File: src/rtl/cm_link_ctrl.sv
// Half-duplex 4-phase req/ack byte controller for the shared cm bus.
// Optional handshake timeout is built when CM_LINK_TIMEOUT_EN is defined.
module cm_link_ctrl #(
   parameter int unsigned SETUP_CYC   = 2,
   parameter int unsigned TIMEOUT_CYC = 1024
) (
   input  logic       clk,
   input  logic       rst_n,
   input  logic [7:0] tx_data,
   input  logic       tx_valid,
   output logic       tx_ready,
   output logic [7:0] rx_data,
   output logic       rx_valid,
   output logic [7:0] bus_data_out,
   output logic       bus_drive_en,
   input  logic [7:0] bus_data_in,
   input  logic       mcu_req,
   output logic       fpga_ack,
   output logic       fpga_req,
   input  logic       mcu_ack,
   output logic       busy,
   output logic       timeout_err
);

   localparam int unsigned DW  = 8;
   localparam int unsigned SCW = 4;
   localparam logic [SCW-1:0] SETUP_LAST = SCW'(SETUP_CYC - 1);

   if (SETUP_CYC < 1 || SETUP_CYC > 15 || TIMEOUT_CYC < 2 || TIMEOUT_CYC > 65535) begin : g_param_check
      $error("cm_link_ctrl: SETUP_CYC or TIMEOUT_CYC out of range");
   end

   typedef enum logic [2:0] {
      IDLE     = 3'd0,
      RX_ACK   = 3'd1,
      TX_SETUP = 3'd2,
      TX_REQ   = 3'd3,
      TX_REL   = 3'd4
   } state_t;

   state_t         state, state_nxt;
   logic           req_meta, req_s, ack_meta, ack_s;
   logic [SCW-1:0] setup_cnt, setup_cnt_nxt;
   logic           tx_ready_nxt, rx_valid_nxt, drive_nxt, fpga_ack_nxt, fpga_req_nxt, busy_nxt;
   logic [DW-1:0]  rx_data_nxt, bus_data_out_nxt;

   // Two-flop synchronisers for the asynchronous MCU handshake lines
   always_ff @(posedge clk or negedge rst_n) begin
      if (!rst_n) begin
         req_meta <= 1'b0;
         req_s    <= 1'b0;
         ack_meta <= 1'b0;
         ack_s    <= 1'b0;
      end else begin
         req_meta <= mcu_req;
         req_s    <= req_meta;
         ack_meta <= mcu_ack;
         ack_s    <= ack_meta;
      end
   end

`ifdef CM_LINK_TIMEOUT_EN
   localparam int unsigned TCW = 16;
   localparam logic [TCW-1:0] WAIT_LAST = TCW'(TIMEOUT_CYC - 1);
   logic [TCW-1:0] wait_cnt, wait_cnt_nxt;
   logic           timeout_nxt;
`endif

   // Next-state and next-output logic
   always_comb begin
      state_nxt        = state;
      setup_cnt_nxt    = setup_cnt;
      rx_data_nxt      = rx_data;
      rx_valid_nxt     = 1'b0;
      bus_data_out_nxt = bus_data_out;
      drive_nxt        = bus_drive_en;
      fpga_ack_nxt     = fpga_ack;
      fpga_req_nxt     = fpga_req;
`ifdef CM_LINK_TIMEOUT_EN
      timeout_nxt      = 1'b0;
      wait_cnt_nxt     = TCW'(0);
`endif
      case (state)
         IDLE: begin
            if (req_s) begin
               rx_data_nxt  = bus_data_in;
               rx_valid_nxt = 1'b1;
               fpga_ack_nxt = 1'b1;
               state_nxt    = RX_ACK;
            end else if (tx_valid) begin
               bus_data_out_nxt = tx_data;
               drive_nxt        = 1'b1;
               setup_cnt_nxt    = SCW'(0);
               state_nxt        = TX_SETUP;
            end
         end
         RX_ACK: begin
            if (!req_s) begin
               fpga_ack_nxt = 1'b0;
               state_nxt    = IDLE;
            end
         end
         TX_SETUP: begin
            if (setup_cnt == SETUP_LAST) begin
               fpga_req_nxt = 1'b1;
               state_nxt    = TX_REQ;
            end else begin
               setup_cnt_nxt = setup_cnt + SCW'(1);
            end
         end
         TX_REQ: begin
            if (ack_s) begin
               fpga_req_nxt = 1'b0;
               drive_nxt    = 1'b0;
               state_nxt    = TX_REL;
            end
         end
         TX_REL: begin
            if (!ack_s) state_nxt = IDLE;
         end
         default: state_nxt = IDLE;
      endcase
`ifdef CM_LINK_TIMEOUT_EN
      // Abort a stalled wait state; a normal transition in the same cycle wins
      if ((state == RX_ACK || state == TX_REQ || state == TX_REL) && state_nxt == state) begin
         if (wait_cnt == WAIT_LAST) begin
            timeout_nxt  = 1'b1;
            fpga_req_nxt = 1'b0;
            fpga_ack_nxt = 1'b0;
            drive_nxt    = 1'b0;
            state_nxt    = IDLE;
         end else begin
            wait_cnt_nxt = wait_cnt + TCW'(1);
         end
      end
`endif
      // req_meta is next cycle's req_s, so tx_ready tracks !req_s exactly
      tx_ready_nxt = (state_nxt == IDLE) && !req_meta;
      busy_nxt     = (state_nxt != IDLE);
   end

   always_ff @(posedge clk or negedge rst_n) begin
      if (!rst_n) begin
         state        <= IDLE;
         setup_cnt    <= SCW'(0);
         tx_ready     <= 1'b0;
         rx_data      <= DW'(0);
         rx_valid     <= 1'b0;
         bus_data_out <= DW'(0);
         bus_drive_en <= 1'b0;
         fpga_ack     <= 1'b0;
         fpga_req     <= 1'b0;
         busy         <= 1'b0;
      end else begin
         state        <= state_nxt;
         setup_cnt    <= setup_cnt_nxt;
         tx_ready     <= tx_ready_nxt;
         rx_data      <= rx_data_nxt;
         rx_valid     <= rx_valid_nxt;
         bus_data_out <= bus_data_out_nxt;
         bus_drive_en <= drive_nxt;
         fpga_ack     <= fpga_ack_nxt;
         fpga_req     <= fpga_req_nxt;
         busy         <= busy_nxt;
      end
   end

`ifdef CM_LINK_TIMEOUT_EN
   always_ff @(posedge clk or negedge rst_n) begin
      if (!rst_n) begin
         wait_cnt    <= TCW'(0);
         timeout_err <= 1'b0;
      end else begin
         wait_cnt    <= wait_cnt_nxt;
         timeout_err <= timeout_nxt;
      end
   end
`else
   assign timeout_err = 1'b0;
`endif

endmodule
File: config.mk
export PLATFORM = sky130hd
export DESIGN_NAME = cm_link_ctrl
export DESIGN_NICKNAME = d
export VERILOG_FILES = /design/src/rtl/cm_link_ctrl.sv
export SDC_FILE = /design/constraint.sdc
export NUM_CORES = 1
export LEC_CHECK = 0
export ABC_CLOCK_PERIOD_IN_PS = 2800
export CORE_UTILIZATION = 49
export CTS_CLUSTER_DIAMETER = 80
export DETAILED_ROUTE_END_ITERATION = 8
export PLACE_DENSITY_LB_ADDON = 0.3
export SLEW_MARGIN = 20
export SYNTH_ARGS = -nofsm -noshare
export SYNTH_HDL_FRONTEND = slang
export SYNTH_SLANG_ARGS = --single-unit
File: constraint.sdc
create_clock -name clk -period 2.8 [get_ports clk]
set_input_delay 0.56 -clock clk [delete_from_list [all_inputs] [get_ports clk]]
set_output_delay 0.56 -clock clk [all_outputs]
set_load 0.02 [all_outputs]
==> results by group <==
Outcome
  • Outcome: finished clean

Cells and area
  • Seq. cell area: 825.8 um^2
  • Non-filler instance count after layout: 180
  • Area of the multi-input gates: 531.8 um^2
  • # diodes: 0
  • Commonest non-fill, non-tap cell in the layout: clkdlybuf4s50_1
  • Commonest non-fill, non-tap cells in the layout: clkdlybuf4s50_1, dfrtp_1, mux2_2
  • Nets@finish: 173
  • FILL cells: 184
  • Area Growth Syn to Fin: 36.16%
  • Layout cells sized above 1: 19.33%

Clocking
  • CTS tree: done
  • Num CTS Buffers: 5
  • Clk sinks: 33
  • Post-CTS Setup Repair Bufs: 0
  • Clock Path Buffers: 2
  • PostCTS Resize Cnt: 0
  • Clock Pin Slew Worst Setup and Hold Paths: 0.09 ns
  • Clk Latency, worst-skew pair: 0.32 ns
  • # hold bufs at CTS: 0
  • CTS root buf: clkbuf_4
  • Htree depth: 2

Worst setup path
  • Crit-path max cell delay: 0.62 ns
  • Crit-path cells: clkdlybuf4s50_1
  • Worst path required time: 2.24 ns
  • Crit-path slowest cell: clkdlybuf4s50_1
  • Crit-path max FO: 3
  • CP endpoint kind: primary output
  • Top delay family on crit path: buffers and inverters
  • Worst path arrival time: 1.33 ns
  • Startpoint Class: register
  • Worst setup path class: reg2out
  • Buf+Inv Stages, Crit Path: 1

Job
  • MaxCap Viol Count: 0

Synthesis
  • Largest cells by area after synthesis: dfrtp_1, mux2_2, ha_1, nor4b_4, a21o_1
  • Syn Inst Count: 104
  • Yosys warns: 0
  • Seq/Total Area, Yosys: 59.51%
  • Synth unique cells: 35
  • Avg Cell Area, Syn: 13.34 um^2
  • Yosys top cell area share: 59.51%
  • Synth Net Count: 127
  • Synth Flop Type: dfrtp_1
  • Yosys reg bits: 33
  • Post-synth ARST share: 100.0%
  • Number of synthesized flops with an enable pin: 0
  • Yosys top cell by area: dfrtp_1
  • Synthesized cell area: 1388 um^2

STA
  • Worst Skew: 0.005060 ns
  • Fin crit share: 67.58%
  • Shortest period the worst path allows: 1.892 ns
  • Hold Vio Cnt, Final: 0
  • Max-slew violation count: 0
  • Setup TNS: 0 ns
  • Fmax: 528.5 MHz
  • Slew @ Worst Pin: 0.5550 ns
  • Final setup vio count: 0
  • RSZ-0062 raised after global routing: no
  • Max-slew headroom at the worst pin: 62.85%

Detailed routing
  • DRT Pass-1 Iters: 4
  • Post-Route WL: 2.681 mm
  • Via density: 5.378
  • 1st-iter DRT viols: 31
  • Routed Antenna Nets: 0
  • DRC violations left: 0
  • Vias: 968
  • Routed len/inst: 14.89 um

GRT
  • First-pass GRT wire length: 4.581 mm
  • GRT overflow: 0
  • All-layer global routing usage: 19.51%
  • Largest net degree at the start of global routing: 34
  • Initial antenna violation count: 0
  • Vias in the first global route: 1013

Placement
  • Placed cells: 173
  • DP HPWL: 1.987 mm
  • GPL Wtd Cong: 0.7157
  • Port bufs: 42

Power and ir drop
  • Pwr Density: 1109 nW/um^2
  • Peak supply drop: 0.7949 mV
  • Static leakage: 0.7928 nW

Die
  • Die area: 3049 um^2
  • Row cnt: 18
  • Die width: 55.22 um
  • Initial Util: 54.04%
  • CORE AREA: 2567 um^2
  • Chip Height: 55.22 um
  • I/O pin count: 44

Min path
  • HP Class: reg2reg
[power breakdown]
| group | internal [mW] | leakage (nW) | switching, mW | total [mW] |
|---|---|---|---|---|
| Clock | 0.118 | 0.0314 | 0.145 | 0.263 |
| Sequential | 0.671 | 0.399 | 0.187 | 0.858 |
| Combinational | 0.533 | 0.362 | 0.441 | 0.974 |
| Total | 1.32 | 0.793 | 0.773 | 2.09 |
[layer usage]
metal	vias up	part of all wire (%)	track usage, %
li1	467	-	-
met1	474	42	23.50
met2	22	52	32.53
met3	5	3.8	4.450
met4	0	1.7	10.36
met5	-	0	0
[cell usage after synthesis, types with 2 or more instances]
master / count
ha_1: 2
dfrtp_1: 33
buf_2: 3
a21oi_1: 4
nor2b_1: 3
nand2b_1: 2
nand3b_1: 3
o21ai_0: 2
a31oi_1: 2
nor3b_1: 2
a21o_1: 3
nand2_1: 4
nand3_1: 2
mux2_2: 16
nor2_1: 3
[state kept, by name, summed over array words and instances, names as in the netlist, 3 cells and up]
| register | flops |
|---|---|
| rx_data | 8 |
| bus_data_out | 8 |
| setup_cnt | 4 |
| state | 3 |
[layout make-up]
class,count,share of cell area [%]
Clock buffer,7,2.914
Inverter,1,0.1987
Tap cell,30,1.987
Sequential cell,33,43.71
Timing Repair Buffer,44,23.05
Multi-Input combinational cell,65,28.15
[logic make-up (layout without fill, tap and decap cells)]
logic type,Yosys count,in the layout,share of synthesized area (%)
compound gates,18,18,8.748
fa+ha+maj,2,2,1.803
buf+inv,6,52,2.163
flops,33,33,59.51
mux,17,17,13.71
other cells,1,1,0.2703
simple gates,27,27,13.80
[worst paths after layout]
path,from,to,slack (ns),cells after the start
max,fpga_req,fpga_req,0.91,1
min,ack_meta,ack_s,0.36,0
max reg2reg,state[1],rx_data[6],1.09,2
min reg2reg,ack_meta,ack_s,0.36,0
max in group asynchronous,rst_n,bus_data_out[0],1.87,2
min in group asynchronous,rst_n,tx_ready,0.63,2
[per-stage QoR]
| stage | instance area [um^2] | util, % | setup WS (ns) | hold slack (ns) | total power, mW |
|---|---|---|---|---|---|
| 4_1_cts | 1889 | 73.59 | 0.8882 | 0.3603 | 2.115 |
| 2_1_floorplan | 1388 | - | 1.237 | 0.2644 | 1.403 |
| 3_5_place_dp | 1834 | 71.44 | 0.8234 | 0.3394 | 1.850 |
| 5_1_grt | 1889 | 73.59 | 0.8633 | 0.3641 | 2.225 |
| 3_3_place_gp | 1834 | 71.44 | 0.8538 | 0.3324 | 1.794 |
| 6_report | 1889 | 73.59 | 0.9078 | 0.3586 | 2.095 |
Note: power is estimated with default switching activity, not from simulation.
